File: src/rtl/orf_result_drain_pkg.sv
// orf_result_drain_pkg: shared ORF geometry defaults and drain FSM state encoding.
package orf_result_drain_pkg;
    localparam int ORF_DWIDTH = 32;
    localparam int ORF_AWIDTH = 4;
    typedef enum logic [1:0] {
        ST_IDLE,
        ST_READ,
        ST_FLUSH
    } drain_state_e;
endpackage

File: src/rtl/orf_result_drain_fifo.sv
// orf_result_drain_fifo: synchronous FIFO of result words with a last tag; occupancy
// is exported so the reader can issue ORF reads only against free credit.
module orf_result_drain_fifo #(
    parameter int DWIDTH = 32,
    parameter int DEPTH  = 4
) (
    input  logic                     clk,
    input  logic                     rst,
    input  logic                     i_push,
    input  logic [DWIDTH-1:0]        i_data,
    input  logic                     i_last,
    input  logic                     i_pop,
    output logic [DWIDTH-1:0]        o_data,
    output logic                     o_last,
    output logic                     o_empty,
    output logic [$clog2(DEPTH):0]   o_count
);
    localparam int PW = $clog2(DEPTH);
    localparam int CW = PW + 1;
    logic [DWIDTH-1:0] r_data [DEPTH];
    logic [DEPTH-1:0]  r_last;
    logic [PW-1:0]     r_wptr;
    logic [PW-1:0]     r_rptr;
    logic [CW-1:0]     r_count;
    logic              w_pop;
    assign w_pop   = i_pop & (r_count != '0);
    assign o_data  = r_data[r_rptr];
    assign o_last  = r_last[r_rptr];
    assign o_empty = (r_count == '0);
    assign o_count = r_count;
    always_ff @(posedge clk) begin
        if (rst) begin
            for (int i = 0; i < DEPTH; i++) r_data[i] <= '0;
            r_last  <= '0;
            r_wptr  <= '0;
            r_rptr  <= '0;
            r_count <= '0;
        end else begin
            if (i_push) begin
                r_data[r_wptr] <= i_data;
                r_last[r_wptr] <= i_last;
                r_wptr         <= r_wptr + PW'(1);
            end
            if (w_pop) r_rptr <= r_rptr + PW'(1);
            r_count <= r_count + CW'(i_push) - CW'(w_pop);
        end
    end
endmodule

File: src/rtl/orf_result_drain.sv
// orf_result_drain: on MVU done, reads a run of ORF words (1-cycle latency) into a small
// FIFO and streams them out with a last marker. ORF_DRAIN_STALL_CNT_EN adds o_stall_cnt.
module orf_result_drain
    import orf_result_drain_pkg::*;
#(
    parameter int DWIDTH     = ORF_DWIDTH,
    parameter int AWIDTH     = ORF_AWIDTH,
    parameter int CWIDTH     = 5,
    parameter int FIFO_DEPTH = 4
) (
    input  logic              clk,
    input  logic              rst,
    input  logic              i_done,
    input  logic [AWIDTH-1:0] i_base_addr,
    input  logic [CWIDTH-1:0] i_num_words,
    output logic              o_orf_rd_en,
    output logic [AWIDTH-1:0] o_orf_rd_addr,
    input  logic [DWIDTH-1:0] i_orf_rd_data,
    output logic              o_out_valid,
    input  logic              i_out_ready,
    output logic [DWIDTH-1:0] o_out_data,
    output logic              o_out_last,
    output logic              o_busy,
    output logic              o_drain_done,
    output logic              o_err_overrun
`ifdef ORF_DRAIN_STALL_CNT_EN
    ,
    output logic [15:0]       o_stall_cnt
`endif
);
    localparam int CNTW = $clog2(FIFO_DEPTH) + 1;
    drain_state_e      r_state;
    drain_state_e      w_state_nxt;
    logic [AWIDTH-1:0] r_addr;
    logic [CWIDTH-1:0] r_remain;
    logic              r_inflight;
    logic              r_inflight_last;
    logic              r_drain_done;
    logic              r_err;
    logic              w_accept;
    logic              w_credit;
    logic              w_rd_en;
    logic              w_pop;
    logic              w_fifo_empty;
    logic              w_fifo_last;
    logic [CNTW-1:0]   w_fifo_count;
    assign w_accept      = (r_state == ST_IDLE) & i_done;
    // A read in flight already owns a FIFO slot, so it counts against credit.
    assign w_credit      = (w_fifo_count + CNTW'(r_inflight)) < CNTW'(FIFO_DEPTH);
    assign w_rd_en       = (r_state == ST_READ) & w_credit;
    assign w_pop         = o_out_valid & i_out_ready;
    assign o_orf_rd_en   = w_rd_en;
    assign o_orf_rd_addr = r_addr;
    assign o_out_valid   = ~w_fifo_empty;
    assign o_busy        = (r_state != ST_IDLE);
    assign o_drain_done  = r_drain_done;
    assign o_err_overrun = r_err;
    always_ff @(posedge clk) begin
        r_state <= rst ? ST_IDLE : w_state_nxt;
    end
    always_comb begin
        w_state_nxt = r_state;
        case (r_state)
            ST_IDLE:  w_state_nxt = (i_done && i_num_words != '0) ? ST_READ : ST_IDLE;
            ST_READ:  w_state_nxt = (w_credit && r_remain == CWIDTH'(1)) ? ST_FLUSH : ST_READ;
            ST_FLUSH: w_state_nxt = (w_pop && w_fifo_last) ? ST_IDLE : ST_FLUSH;
            default:  w_state_nxt = ST_IDLE;
        endcase
    end
    always_ff @(posedge clk) begin
        if (rst) begin
            r_addr          <= '0;
            r_remain        <= '0;
            r_inflight      <= 1'b0;
            r_inflight_last <= 1'b0;
            r_drain_done    <= 1'b0;
            r_err           <= 1'b0;
        end else begin
            if (w_accept) begin
                r_addr   <= i_base_addr;
                r_remain <= i_num_words;
            end else if (w_rd_en) begin
                r_addr   <= r_addr + AWIDTH'(1);
                r_remain <= r_remain - CWIDTH'(1);
            end
            r_inflight      <= w_rd_en;
            r_inflight_last <= w_rd_en & (r_remain == CWIDTH'(1));
            r_drain_done    <= (w_accept & (i_num_words == '0))
                             | ((r_state == ST_FLUSH) & w_pop & w_fifo_last);
            r_err           <= r_err | (i_done & (r_state != ST_IDLE));
        end
    end
    orf_result_drain_fifo #(
        .DWIDTH (DWIDTH),
        .DEPTH  (FIFO_DEPTH)
    ) u_drain_fifo (
        .clk     (clk),
        .rst     (rst),
        .i_push  (r_inflight),
        .i_data  (i_orf_rd_data),
        .i_last  (r_inflight_last),
        .i_pop   (w_pop),
        .o_data  (o_out_data),
        .o_last  (w_fifo_last),
        .o_empty (w_fifo_empty),
        .o_count (w_fifo_count)
    );
    assign o_out_last = w_fifo_last & ~w_fifo_empty;
`ifdef ORF_DRAIN_STALL_CNT_EN
    logic [15:0] r_stall_cnt;
    assign o_stall_cnt = r_stall_cnt;
    always_ff @(posedge clk) begin
        if (rst || w_accept) r_stall_cnt <= '0;
        else if (o_out_valid && !i_out_ready && r_stall_cnt != 16'hFFFF) r_stall_cnt <= r_stall_cnt + 16'd1;
    end
`endif
endmodule

File: config.mk
export PLATFORM = sky130hd
export DESIGN_NAME = orf_result_drain
export DESIGN_NICKNAME = d
export VERILOG_FILES = /design/src/rtl/orf_result_drain_pkg.sv /design/src/rtl/orf_result_drain_fifo.sv /design/src/rtl/orf_result_drain.sv
export SDC_FILE = /design/constraint.sdc
export NUM_CORES = 1
export LEC_CHECK = 0
export ABC_AREA = 0
export ABC_CLOCK_PERIOD_IN_PS = 2500
export BUFFER_PORTS_ARGS = -buffer_cell sky130_fd_sc_hd__buf_2
export CORE_ASPECT_RATIO = 0.5
export CORE_MARGIN = 2
export CORE_UTILIZATION = 30
export CTS_CLUSTER_DIAMETER = 60
export DETAILED_ROUTE_END_ITERATION = 6
export GPL_TIMING_DRIVEN = 0
export PLACE_DENSITY = 0.53
export SYNTH_ARGS = -nofsm -noshare
export SYNTH_HDL_FRONTEND = slang
export SYNTH_SLANG_ARGS = --single-unit
File: constraint.sdc
create_clock -name clk -period 2.5 [get_ports clk]
set_clock_uncertainty 0.05 [all_clocks]
set_input_delay 0.5 -clock clk [delete_from_list [all_inputs] [get_ports clk]]
set_output_delay 0.5 -clock clk [all_outputs]
set_load 0.1 [all_outputs]
==> results_dict.tcl <==
set metrics [dict create \
    drcViolationCount 0 \
    min_period_over_period 0.979 \
    root_buffer "clkbuf_16" \
    syn_inst 465 \
    period_needed_ns 2.45 \
    clock_latency_ns 0.42 \
    critical_path_buf_inv_count 1 \
    syn_nets 521 \
    finalHoldViolations 0 \
    post_drt_wl_per_cell_um 16.6 \
    rrSetupSlack_ns 0.20 \
    crit_arrival_ns 1.90 \
    n_antenna_cell 0 \
    path_cells "mux4_2 > and2_2 > buf_2" \
    cts.htree.levels 4 \
    grtUsageTotal 0.130 \
    cp_slowest_stage_delay_ns 0.58 \
    fin_cells 883 \
    synth-seq-cells 156 \
    cp_top_family "multiplexers" \
    first_pass_iters 4 \
    ant_nets 0 \
    die-height_um 111 \
    vias 3947 \
    grt_max_degree 33 \
    gp_congestion 0.751 \
    setup_viol 0 \
    antenna_found_initial 1 \
    use_met3 0.0295 \
    nNetsFinal 626 \
    grt_pass1_wl_um 23200 \
    vdd_drop_max_mv 0.496 \
    hold_class "in -> reg" \
    worst_pin_slew_ns 1.03 \
    fillCellCount 2131 \
    power_w 0.00882 \
    clk_pin_slew_worst_paths_ns 0.07 \
    status "finished clean" \
    start_util 0.311 \
    io-pin-count 87 \
    wl_um 14700 \
    hold_path_end "r_remain[0]" \
    use_met1 0.162 \
    die_x_um 217 \
    synthToLayoutAreaGrowth_pct 22.4 \
    slowest_stage "mux4_2" \
    hp-start "i_num_words[0]" \
    cts_buffers 17 \
    syn_area_um2 6820 \
    vias_per_cell 4.47 \
    dp_hpwl_um 9460 \
    clock_path_buffers 2 \
    syn_avg_cell_area_um2 14.7 \
    slew_violations 0 \
    top_usage_layer "met2" \
    yosysUniqueCellTypes 46 \
    crit_fanout 3 \
    maxCapViolCount 0 \
    drive_above_1_share 0.297 \
    yosys_warnings 0 \
    cts.sinks 156 \
    drtIter0Drc 188 \
    die-area_um2 24000 \
    rsz0062_at_grt "false" \
    cellLeakagePower_nw 3.15 \
    tritoncts "yes" \
    synth_top_area_share 0.563 \
    whs_path_depth 3 \
    core_um2 22000 \
    portBuffers 86 \
    regToRegStartpoint "r_inflight" \
    worstSetupPathType "reg -> out" \
    dp.cells 851 \
    critPathRequiredTime_ns 1.95 \
    worstSetupStartpointType "flip-flop" \
    slew-limit-headroom 0.316 \
    cellPowerDensity_nw_per_um2 1060 \
    first_global_vias 4199 \
    yosysTopAreaCell "edfxtp_1" \
    use_met2 0.223 \
    r2r_end "u_drain_fifo.r_data[0][12]" \
    grt-ovfl-total 0 \
    synthTopCellsByArea "edfxtp_1 (56%), and2_1 (12%), mux4_2 (11%), dfxtp_1 (8.2%), ha_1 (2.0%)" \
    rr_worst_depth 3 \
    critPathCaptureType "primary output" \
    num_rows 38 \
    max_freq_mhz 408 \
    ys_seq_area_frac 0.646 \
]
-- area by class of cell --
type	count	area, um^2	share of cell area
Sequential cell	156	4410	0.528
Multi-Input combinational cell	277	2310	0.277
Timing Repair Buffer	87	528	0.0632
Clock buffer	17	425	0.0509
Tap cell	300	375	0.0450
Clock inverter	15	150	0.0180
Buffer	22	113	0.0135
Inverter	9	36.3	0.00435
-- where the power goes --
part	switching, W	internal (W)	total, W
clock	0.00113	0.00141	0.00253
sequential	0.000138	0.00303	0.00317
combinational	0.00226	0.000864	0.00312
total	0.00352	0.00530	0.00882
-- cell families (layout without fill, tap and decap cells) --
kind of cell | after synthesis | after routing | synth area share
AND/OR/NAND/NOR | 197 | 197 | 0.169
flip-flops | 156 | 156 | 0.646
multiplexers | 34 | 34 | 0.110
buffers and inverters | 32 | 150 | 0.0182
AO/OA/AOI/OAI | 29 | 29 | 0.0273
adder cells (fa/ha/maj) | 11 | 11 | 0.0202
XOR/XNOR | 6 | 6 | 0.00881
-- cell usage in the layout (no fill, tap or decap), types with 3 or more instances in the layout --
cell type / count
nor2_1: 16
o21ai_0: 4
ha_1: 10
inv_1: 8
inv_6: 6
clkbuf_4: 8
xnor2_1: 3
nand3_1: 8
and2_1: 128
a21oi_1: 12
buf_4: 23
clkbuf_1: 15
edfxtp_1: 128
dfxtp_1: 26
nand2_1: 17
inv_8: 3
nor3_1: 7
mux4_2: 33
clkbuf_16: 17
buf_2: 57
-- worst min-delay path, stage by stage --
cell and delay, ns:
buf_2 0.10, nand2_1 0.05, a21oi_1 0.05
-- cell usage after synthesis (all sizes together) --
library cell	instances
and2	129
edfxtp	128
mux4	33
dfxtp	28
clkbuf	18
nand2	18
nor2	16
a21oi	12
ha	11
inv	9
nand3	8
nor3	7
buf	5
o21ai	4
xnor2	4
and3	3
nor3b	3
or2	3
a2bb2oi	2
nand2b	2
nor4	2
xor2	2
a2111oi	1
a211oi	1
a21o	1
a22oi	1
a311oi	1
a31o	1
a31oi	1
a32oi	1
and2b	1
mux2i	1
nor2b	1
nor4b	1
o311ai	1
o31a	1
o31ai	1
or2b	1
or3	1
or4	1
-- metal layers --
metal | up-vias | wire [um]
met3 | 19 | 424
met2 | 47 | 7430
met5 | - | 16
met1 | 1961 | 6610
met4 | 2 | 204
li1 | 1918 | -
-- repair_timing --
item	CTS	global route
hold buffers	0	0
setup endpoints to repair	52	88
setup buffers	1	0
pin swaps	1	0
gates resized for setup	33	26
hold endpoints to repair	0	0
-- state kept, by name, summed over array words and instances, names as in the netlist, named ones only --
register / count
u_drain_fifo.r_wptr: 2
r_state: 2
r_remain: 5
r_inflight_last: 1
u_drain_fifo.r_last: 4
o_err_overrun: 1
o_orf_rd_addr: 4
u_drain_fifo.r_rptr: 2
r_inflight: 1
o_drain_done: 1
u_drain_fifo.o_count: 3
u_drain_fifo.r_data: 128
-- worst max path at each step --
stage,end,depth (start not counted),startpoint
after floorplan,o_out_last,2,u_drain_fifo.o_count[2]
after global placement,u_drain_fifo.r_data[0][12],4,rst
after detailed placement,u_drain_fifo.r_data[0][4],4,rst
after CTS,o_out_data[26],3,flip-flop
after global routing,u_drain_fifo.r_data[0][14],3,r_inflight
final,o_out_last,3,u_drain_fifo.r_rptr[0]
-- per-stage QoR --
stage	cell area (um^2)	setup WS (ns)	hold slack [ns]	TNS [ns]	utilization
global placement	7630	-0.273	0.396	-18.06	0.347
detailed placement	7630	-0.267	0.401	-20.88	0.347
finish	8350	0.0520	0.279	0	0.380
global route	8350	0.000454	0.266	0	0.380
CTS	8300	0.00427	0.261	0	0.378
floorplan	6820	0.192	0.383	0	-
(Power assumes the default switching activity.)
